<file path="config.mk">
export PLATFORM = sky130hd
export DESIGN_NAME = ghost_chaser
export DESIGN_NICKNAME = d
export VERILOG_FILES = /design/src/rtl/ghost_chaser.sv
export SDC_FILE = /design/constraint.sdc
export NUM_CORES = 1
export LEC_CHECK = 0
export CAP_MARGIN = 5
export CORE_MARGIN = 10
export CORE_UTILIZATION = 25
export DETAILED_ROUTE_END_ITERATION = 8
export PLACE_DENSITY = 0.41
export SLEW_MARGIN = 20
export SYNTH_ARGS = -nofsm -noshare
export SYNTH_HDL_FRONTEND = slang
export SYNTH_SLANG_ARGS = --single-unit
</file>
<file path="constraint.sdc">
create_clock -name frame_clk -period 6.6 [get_ports frame_clk]
set_clock_uncertainty 0.2 [all_clocks]
set_input_delay 0.66 -clock frame_clk [delete_from_list [all_inputs] [get_ports frame_clk]]
set_output_delay 0.66 -clock frame_clk [all_outputs]
set_load 0.05 [all_outputs]
</file>
<file path="src/rtl/ghost_chaser.sv">
// Single-ghost movement controller: cage hold, cage exit, chase/scatter steering
// toward a target with wall avoidance, tunnel wrap and the registered Kill flag.
module ghost_chaser #(
  parameter int Ghost_X_Start  = 320,
  parameter int Ghost_Y_Start  = 240,
  parameter int Exit_Y         = 206,
  parameter int Cage_Frames    = 120,
  parameter int Chase_Frames   = 600,
  parameter int Scatter_Frames = 180,
  parameter int Scatter_X      = 136,
  parameter int Scatter_Y      = 40,
  parameter int Kill_Dist      = 6,
  parameter int Ghost_Size     = 8
) (
  input  logic       frame_clk,
  input  logic       Reset,
  input  logic [9:0] BallX,
  input  logic [9:0] BallY,
  input  logic [3:0] Ghost_No_Move,
  output logic [9:0] GhostX,
  output logic [9:0] GhostY,
  output logic [9:0] GhostS,
  output logic [1:0] Ghost_Dir,
  output logic [2:0] Ghost_Mode,
  output logic       Kill
);

  localparam int DATA_W = 10;
  localparam logic [DATA_W-1:0] WRAP_LO = 10'd120;
  localparam logic [DATA_W-1:0] WRAP_HI = 10'd520;

  localparam logic [1:0] DIR_UP    = 2'd0;
  localparam logic [1:0] DIR_DOWN  = 2'd1;
  localparam logic [1:0] DIR_LEFT  = 2'd2;
  localparam logic [1:0] DIR_RIGHT = 2'd3;

  typedef enum logic [2:0] {
    CAGED   = 3'd0,
    EXIT    = 3'd1,
    CHASE   = 3'd2,
    SCATTER = 3'd3,
    CAUGHT  = 3'd4
  } state_t;

  state_t            state_q, state_d;
  logic [DATA_W-1:0] cnt_q, cnt_d;
  logic [DATA_W-1:0] x_q, x_d;
  logic [DATA_W-1:0] y_q, y_d;
  logic [1:0]        dir_q, dir_d;
  logic              kill_q, kill_d;

  logic [DATA_W-1:0]        tx, ty;
  logic signed [DATA_W:0]   dx, dy, kdx, kdy;
  logic [DATA_W:0]          adx, ady;
  logic [1:0]               pri, sec, rev, mv_dir;
  logic                     mv_en, near, mode_switch;

  function automatic logic [DATA_W:0] abs11(input logic signed [DATA_W:0] v);
    return v[DATA_W] ? $unsigned(-v) : $unsigned(v);
  endfunction

  // Ghost_No_Move is packed {up,down,left,right}, so direction d maps to bit 3-d.
  function automatic logic is_blocked(input logic [3:0] nm, input logic [1:0] d);
    return nm[2'd3 - d];
  endfunction

  always_comb begin
    tx  = (state_q == SCATTER) ? 10'(Scatter_X) : BallX;
    ty  = (state_q == SCATTER) ? 10'(Scatter_Y) : BallY;
    dx  = $signed({1'b0, tx}) - $signed({1'b0, x_q});
    dy  = $signed({1'b0, ty}) - $signed({1'b0, y_q});
    kdx = $signed({1'b0, BallX}) - $signed({1'b0, x_q});
    kdy = $signed({1'b0, BallY}) - $signed({1'b0, y_q});
    adx = abs11(dx);
    ady = abs11(dy);
    rev = dir_q ^ 2'b01;

    if (adx >= ady) begin
      pri = dx[DATA_W] ? DIR_LEFT : DIR_RIGHT;
      sec = dy[DATA_W] ? DIR_UP   : DIR_DOWN;
    end else begin
      pri = dy[DATA_W] ? DIR_UP   : DIR_DOWN;
      sec = dx[DATA_W] ? DIR_LEFT : DIR_RIGHT;
    end

    // Reversing is only a last resort; current direction is never its own reverse.
    mv_en  = 1'b1;
    mv_dir = pri;
    if (dx == '0 && dy == '0)                              mv_en  = 1'b0;
    else if (pri != rev && !is_blocked(Ghost_No_Move, pri)) mv_dir = pri;
    else if (sec != rev && !is_blocked(Ghost_No_Move, sec)) mv_dir = sec;
    else if (!is_blocked(Ghost_No_Move, dir_q))             mv_dir = dir_q;
    else if (!is_blocked(Ghost_No_Move, rev))               mv_dir = rev;
    else                                                    mv_en  = 1'b0;

    near = (abs11(kdx) <= 11'(Kill_Dist)) && (abs11(kdy) <= 11'(Kill_Dist));
    mode_switch = (state_q == CHASE   && cnt_q == 10'(Chase_Frames - 1)) ||
                  (state_q == SCATTER && cnt_q == 10'(Scatter_Frames - 1));

    state_d = state_q;
    cnt_d   = cnt_q;
    x_d     = x_q;
    y_d     = y_q;
    dir_d   = dir_q;
    kill_d  = kill_q;

    unique case (state_q)
      CAGED: begin
        if (cnt_q == 10'(Cage_Frames - 1)) begin
          state_d = EXIT;
          cnt_d   = '0;
        end else begin
          cnt_d = cnt_q + 10'd1;
        end
      end
      EXIT: begin
        y_d   = y_q - 10'd1;
        dir_d = DIR_UP;
        if (y_q == 10'(Exit_Y + 1)) begin
          state_d = CHASE;
          cnt_d   = '0;
        end
      end
      CHASE, SCATTER: begin
        if (near) begin
          kill_d  = 1'b1;
          state_d = CAUGHT;
        end else if (mode_switch) begin
          state_d = (state_q == CHASE) ? SCATTER : CHASE;
          cnt_d   = '0;
          dir_d   = rev;
        end else begin
          cnt_d = cnt_q + 10'd1;
          if (x_q < WRAP_LO)      x_d = WRAP_HI;
          else if (x_q > WRAP_HI) x_d = WRAP_LO;
          else if (mv_en) begin
            dir_d = mv_dir;
            case (mv_dir)
              DIR_UP:   y_d = y_q - 10'd1;
              DIR_DOWN: y_d = y_q + 10'd1;
              DIR_LEFT: x_d = x_q - 10'd1;
              default:  x_d = x_q + 10'd1;
            endcase
          end
        end
      end
      CAUGHT: begin
      end
      default: state_d = CAGED;
    endcase
  end

  always_ff @(posedge frame_clk) begin
    if (Reset) begin
      state_q <= CAGED;
      cnt_q   <= '0;
      x_q     <= 10'(Ghost_X_Start);
      y_q     <= 10'(Ghost_Y_Start);
      dir_q   <= DIR_UP;
      kill_q  <= 1'b0;
    end else begin
      state_q <= state_d;
      cnt_q   <= cnt_d;
      x_q     <= x_d;
      y_q     <= y_d;
      dir_q   <= dir_d;
      kill_q  <= kill_d;
    end
  end

  assign GhostX     = x_q;
  assign GhostY     = y_q;
  assign GhostS     = 10'(Ghost_Size);
  assign Ghost_Dir  = dir_q;
  assign Ghost_Mode = state_q;
  assign Kill       = kill_q;

endmodule

</file>
# [Word level (Yosys, flattened, before mapping)]
# Index checks and enable logic that the tools add are counted.
[word_totals] in_bits=26 elab_cells=143 latch_bits=0 regBits=36 n_memories=0 ramBits=0 romBits=0 output_inout_bits=36
[classes] div=0 n_bitwise=4 magnitude_cmp=9 multipliers=0 mux=56 add_sub_neg=17 reduce_logical=25 eq_ne=25 n_shift=0
[op_table] op="$mux W10" count=14
[op_table] op="$pmux W10 S2" count=3
[op_table] op="$mux W11" count=4
[op_table] op="$neg A11 Y11" count=4
[op_table] op="$sub A10 B10 Y11" count=4
[op_table] op="$add A10 B1 Y10 const B" count=3
[op_table] op="$pmux W10 S3" count=1
[op_table] op="$mux W2" count=12
[op_table] op="$le A11 B3 Y1 const B" count=2
[op_table] op="$logic_not A11 Y1" count=2
[op_table] op="$eq A10 B8 Y1 const B" count=2
[op_table] op="$sub A10 B1 Y10 const B" count=2
[op_table] op="$ne A3 B3 Y1 const B" count=5
[op_table] op="$ne A2 B2 Y1 const B" count=7
[op_table] op="$lt A2 B3 Y1 const B" count=4
[op_table] op="$mux W1" count=12
[op_table] op="$mux W3" count=4
[op_table] op="$pmux W3 S4" count=1
[op_table] op="$ge A11 B11 Y1" count=1
[op_table] op="$eq A10 B10 Y1 const B" count=1
[op_table] op="$eq A10 B7 Y1 const B" count=1
[op_table] op="$gt A10 B10 Y1 const B" count=1
[op_table] op="$lt A10 B7 Y1 const B" count=1
[op_table] op="$reduce_and A5 Y1" count=2
[op_table] op="24 further kinds" count=43

# [Logic depth before layout (Yosys ltp)]
[logic_depth] word_depth=23 depth_mapped=34

# [Worst setup path before layout]
# OpenSTA, ideal clock, no wires.
[synth_path] path_kind="reg2reg" from="reg state_q[1], in the netlist Ghost_Mode[1]" to="reg x_q[8], in the netlist GhostX[8]" setup_time_ns=0.120 path_buffers=1 required_ns=6.280 path_slack_ns=-0.964 synth_period_minus_slack_ns=7.564 arrival_ns=7.245 path_stages_with_launch=32 path_cell_list="dfxtp_1 > inv_1 > nor2_1 > nand2_1 > clkbuf_1 > and2_1 > ha_1 > a21o_1 > a31o_2 > or2_1 > o311ai_1 > nand4bb_1 > nor2_1 > a21oi_1 > xor2_1 > ha_1 > a2111oi_0 > o21ai_0 > or2_2 > o21ai_2 > mux2_2 > a221oi_1 > a32oi_1 > nor2_2 > xnor2_1 > ha_1 > nor2_1 > nand3_1 > or3_1 > mux2i_1 > o21bai_1 > a211o_1"
[synth_between] elab_chain_len=21
[synth_lines] item="start: declaration" line="45" text="state_t state_q, state_d;"
[synth_lines] item="start signal: assignment" line="162" text="state_q <= state_d;"
[synth_lines] item="$eq A3 B2 Y1"
[synth_lines] item="$mux W10 (on tied branches)" line="68, 69"
[synth_lines] item="$sub A10 B10 Y11 (on tied branches)" line="70, 71"
[synth_lines] item="$neg A11 Y11" line="59" text="return v[DATA_W] ? $unsigned(-v) : $unsigned(v);"
[synth_lines] item="$mux W11" line="59"
[synth_lines] item="$ge A11 B11 Y1" line="78" text="if (adx >= ady) begin"
[synth_lines] item="$mux W2" line="78"
[synth_lines] item="$sub A2 B2 Y2" line="64" text="return nm[2'd3 - d];"
[synth_lines] item="[5 not listed]"
[synth_lines] item="$mux W2" line="90" text="else if (pri != rev && !is_blocked(Ghost_No_Move, pri)) mv_dir = pri;"
[synth_lines] item="$mux W2" line="89" text="if (dx == '0 && dy == '0) mv_en = 1'b0;"
[synth_lines] item="$eq A2 B1 Y1 or $logic_not A2 Y1 (tied branches)" line="138" text="case (mv_dir)"
[synth_lines] item="$reduce_or A2 Y1 (no line)"
[synth_lines] item="$pmux W10 S2" line="138"
[synth_lines] item="$mux W10" line="136" text="else if (mv_en) begin"
[synth_lines] item="$mux W10" line="135" text="else if (x_q > WRAP_HI) x_d = WRAP_LO;"
[synth_lines] item="$mux W10" line="134" text="if (x_q < WRAP_LO) x_d = WRAP_HI;"
[synth_lines] item="end signal: assignment" line="157" text="x_q <= 10'(Ghost_X_Start);"
[synth_lines] item="end: declaration" line="47" text="logic [DATA_W-1:0] x_q, x_d;"
# Several ways; a longest one is shown, not always the timed one. The select of a mux whose other input is x is not followed.
# A chain may end at the register's enable or synchronous reset.

# [Final worst setup path]
[layout_path] from="in BallY[4]" to="reg x_q[2], in the netlist GhostX[2]"
[layout_between] elab_chain_len=20
[layout_lines] item="start: declaration" line="18" text="input logic [9:0] BallY,"
[layout_lines] item="$mux W10" line="69" text="ty = (state_q == SCATTER) ? 10'(Scatter_Y) : BallY;"
[layout_lines] item="$sub A10 B10 Y11" line="71" text="dy = $signed({1'b0, ty}) - $signed({1'b0, y_q});"
[layout_lines] item="$neg A11 Y11" line="59"
[layout_lines] item="$mux W11" line="59"
[layout_lines] item="$ge A11 B11 Y1" line="78"
[layout_lines] item="$mux W2" line="78"
[layout_lines] item="$sub A2 B2 Y2" line="64"
[layout_lines] item="$bmux W1 S2" line="64"
[layout_lines] item="[4 not listed]"
[layout_lines] item="$mux W2" line="90"
[layout_lines] item="$mux W2" line="89"
[layout_lines] item="$eq A2 B1 Y1 or $logic_not A2 Y1 (tied branches)" line="138"
[layout_lines] item="$reduce_or A2 Y1 (no line)"
[layout_lines] item="$pmux W10 S2" line="138"
[layout_lines] item="$mux W10" line="136"
[layout_lines] item="$mux W10" line="135"
[layout_lines] item="$mux W10" line="134"
# Several ways; a longest one is shown, not always the timed one. The select of a mux whose other input is x is not followed.

==> results.sh <==
export IMPL_netSwitchingFraction=0.481
export IMPL_finalSetupViolations=3
export IMPL_p_comb_frac=0.816
export IMPL_wl_per_cell_um=16.8
export IMPL_grt_pass1_wl_um=36100
export IMPL_cp_end_kind="flop"
export IMPL_clk_pin_slew_worst_paths_ps=60
export IMPL_dp_cells=1320
export IMPL_rr_endpoint="GhostX[2]$_SDFFE_PP0P_"
export IMPL_setup_tns_final_ps=-312
export IMPL_max_stage_delay_ps=520
export IMPL_die_w_um=177
export IMPL_top_usage_layer="met2"
export IMPL_ff2ff_path_depth=33
export IMPL_clock_sinks=36
export IMPL_ys_types=84
export IMPL_final_area_um2=8650
export IMPL_grt_overflow=0
export IMPL_max_freq_mhz=148
export IMPL_startpoint_type="primary input"
export IMPL_grt_max_degree=30
export IMPL_clkLatencyLatePin_ps=290
export IMPL_drv_slew=0
export IMPL_dieArea_um2=31400
export IMPL_use_met2=0.239
export IMPL_finalHoldViolCount=0
export IMPL_stdcell_count=1341
export IMPL_hpwl_um=18400
export IMPL_rows=57
export IMPL_crit_start="BallY[4]"
export IMPL_ys_ff_latch=36
export IMPL_grt_setup_unrepaired="true"
export IMPL_required_ps=6610
export IMPL_first_pass_iters=5
export IMPL_netlist_area_um2=6170
export IMPL_holdWs_ps=306
export IMPL_vias=6733
export IMPL_synth_edf_count=0
export IMPL_power_mw=3.07
export IMPL_synth_warnings=0
export IMPL_initial_core_util=0.254
export IMPL_clockBufferDepth=2
export IMPL_ys_flop_type="dfxtp_1"
export IMPL_yosysSeqAreaShare=0.117
export IMPL_drc=0
export IMPL_finalWeightedCongestion=0.846
export IMPL_dp_slack_ps=-662
export IMPL_p_seq_frac=0.094
export IMPL_p_sw_mw=1.48
export IMPL_use_met3=0.0156
export IMPL_htreeDepth=2
export IMPL_drt_iter0_drc=323
export IMPL_worst_endpoint_arrival_ps=6740
export IMPL_antenna_cells=0
export IMPL_cts_buffers=5
export IMPL_relSlewSlack=0.488
export IMPL_use_met1=0.183
export IMPL_areaGrowthSynthToFinish_pct=40.2
export IMPL_core_um2=24300
export IMPL_ant_nets=0
export IMPL_synth_async_reset_ratio=0
export IMPL_syn_inst=838
export IMPL_violations="negative setup slack"
export IMPL_holdBufCountCts=0
export IMPL_power_frac_clock=0.090
export IMPL_timing_final_ws_setup_ps=-134
export IMPL_hold_path_class="reg -> reg"
export IMPL_period_needed_ps=6730
export IMPL_nNetsFinal=1103
export IMPL_drt_total_wl_um=22500
export IMPL_cts_tree="yes"
export IMPL_cp_max_fo=4
export IMPL_outcome="complete, but fails checks"
export IMPL_fin_util=0.356
export IMPL_drv_cap=0
export IMPL_avgSynthCellArea_um2=7.37
export IMPL_fp_dieH_um=177
export IMPL_port_buffer_count=51
export IMPL_fill_cells=2574
export IMPL_vdd_drop_max_uv=186
export IMPL_worstMarginPinSlew_ps=766
export IMPL_worst_setup_path_type="in -> reg"
export IMPL_antenna_found_initial=0
export IMPL_gr_usage_all_layers=0.140
export IMPL_root_buffer="clkbuf_16"
export IMPL_p_int_mw=1.59
export IMPL_pin_count=62
export IMPL_power_density_nw_per_um2=355
export IMPL_grt_pass1_vias=6725
export IMPL_r2r_start="Ghost_Mode[1]$_SDFFE_PP0P_"
export IMPL_crit_top_cell="buf_6"
export IMPL_place_area_um2=8080
export IMPL_drive_above_1_share=0.244
export IMPL_r2r_slack_ps=-90
export IMPL_critPathCapture="GhostX[2]$_SDFFE_PP0P_"
export IMPL_p_leak_nw=3.52
export IMPL_viasPerCell=5.02
export IMPL_finalCritPeriodShare=1.02
export IMPL_critPathSlowestCell="clkdlybuf4s50_1"
per-layer routing:
metal,part of all wire,vias to the layer above
met1,0.48,3084
met5,0,-
met2,0.47,123
li1,-,3494
met4,0.019,0
met3,0.030,32
cell usage in the layout (no fill, tap or decap), types with 7 or more instances in the layout:
cell type,n
nor3_1,33
conb_1,10
a31oi_1,13
nand4_1,12
or3_1,17
mux2i_2,7
a21o_1,19
nor2_1,62
buf_4,140
mux2i_1,19
a211oi_1,12
xnor2_1,29
o211ai_1,16
and2_1,16
or2_2,9
o21a_1,9
nand2b_1,13
and3_1,14
a21oi_1,43
nand2_1,49
clkdlybuf4s50_1,47
nor4_1,9
ha_1,50
mux2_2,7
o31ai_1,8
inv_1,50
nand3_1,23
o21ai_0,39
o2111ai_1,7
dfxtp_1,33
nor2b_1,11
xor2_1,13
power by group through the flow:
stage | combinational (mW) | clock, mW | sequential (mW)
global placement | 2.36 | 0 | 0.290
floorplan | 1.41 | 0 | 0.373
detailed placement | 2.35 | 0 | 0.289
global route | 2.75 | 0.291 | 0.293
CTS | 2.41 | 0.283 | 0.285
finish | 2.50 | 0.276 | 0.288
flip-flops by register name, indices dropped and copies added (netlist names):
register,flops
GhostX,10
GhostY,10
Ghost_Dir,2
Ghost_Mode,3
Kill,1
cnt_q,10
logic make-up after synthesis:
logic type,Yosys count,synth area share
other,2,0.00122
AND/OR/NAND/NOR,324,0.287
multiplexers,35,0.0598
flip-flops,36,0.117
AO/OA/AOI/OAI,243,0.276
buffers and inverters,89,0.0618
XOR/XNOR,48,0.0681
adder cells (fa/ha/maj),61,0.128
critical path, delay by kind of cell:
| kind | cells | cell delay (ps) |
|---|---|---|
| AOI/OAI and AO/OA | 9 | 2160 |
| xor gates and xnor gates | 2 | 250 |
| adders and majority gates | 3 | 680 |
| buffers and inverters | 6 | 960 |
| muxes | 2 | 400 |
| and+or+nand+nor | 7 | 1640 |
worst min path at each step:
stage	startpoint	end	cells past startpoint
6_report	cnt_q[8]$_SDFFE_PP0P_	cnt_q[8]$_SDFFE_PP0P_	2
3_3_place_gp	Kill$_SDFFE_PP0P_	Kill$_SDFFE_PP0P_	2
5_1_grt	cnt_q[8]$_SDFFE_PP0P_	cnt_q[8]$_SDFFE_PP0P_	2
3_5_place_dp	cnt_q[8]$_SDFFE_PP0P_	cnt_q[8]$_SDFFE_PP0P_	2
2_1_floorplan	cnt_q[8]$_SDFFE_PP0P_	cnt_q[8]$_SDFFE_PP0P_	2
4_1_cts	cnt_q[8]$_SDFFE_PP0P_	cnt_q[8]$_SDFFE_PP0P_	2
timing repair:
item                       4_1_cts  5_1_grt
resized for setup               25       40
buffers inserted                 5        7
setup endpoints to repair       13       19
pin swaps                       19       12
cloned                           0        1
cell usage after synthesis (all sizes together), types with 10 or more instances:
master / number / area (um^2)
a31oi: 14 / 87.6
and2: 20 / 125
mux2i: 26 / 268
ha: 57 / 713
nor3: 33 / 165
o21ai: 44 / 224
nand2: 52 / 203
inv: 51 / 191
clkbuf: 24 / 91.3
a21o: 19 / 143
nor4: 10 / 62.6
or3: 18 / 118
a21oi: 50 / 258
a211oi: 13 / 97.6
o211ai: 16 / 120
nand4: 12 / 75.1
nor2b: 12 / 75.1
xnor2: 34 / 298
buf: 14 / 98.8
nand3: 26 / 130
nand2b: 13 / 81.3
and3: 14 / 87.6
nor2: 66 / 250
dfxtp: 36 / 721
xor2: 14 / 123
or2: 13 / 81.3
cell type report:
| class | instances | area (um^2) | area share |
|---|---|---|---|
| multi-input cells | 721 | 5450 | 0.630 |
| repair buffers | 201 | 1710 | 0.197 |
| flip-flops and latches | 36 | 727 | 0.0840 |
| well taps | 324 | 405 | 0.0469 |
| inverters | 51 | 194 | 0.0224 |
| clock buffers | 6 | 129 | 0.0149 |
| clock inverters | 2 | 35.0 | 0.00405 |
No activity file was read; power rests on OpenSTA's default activity.
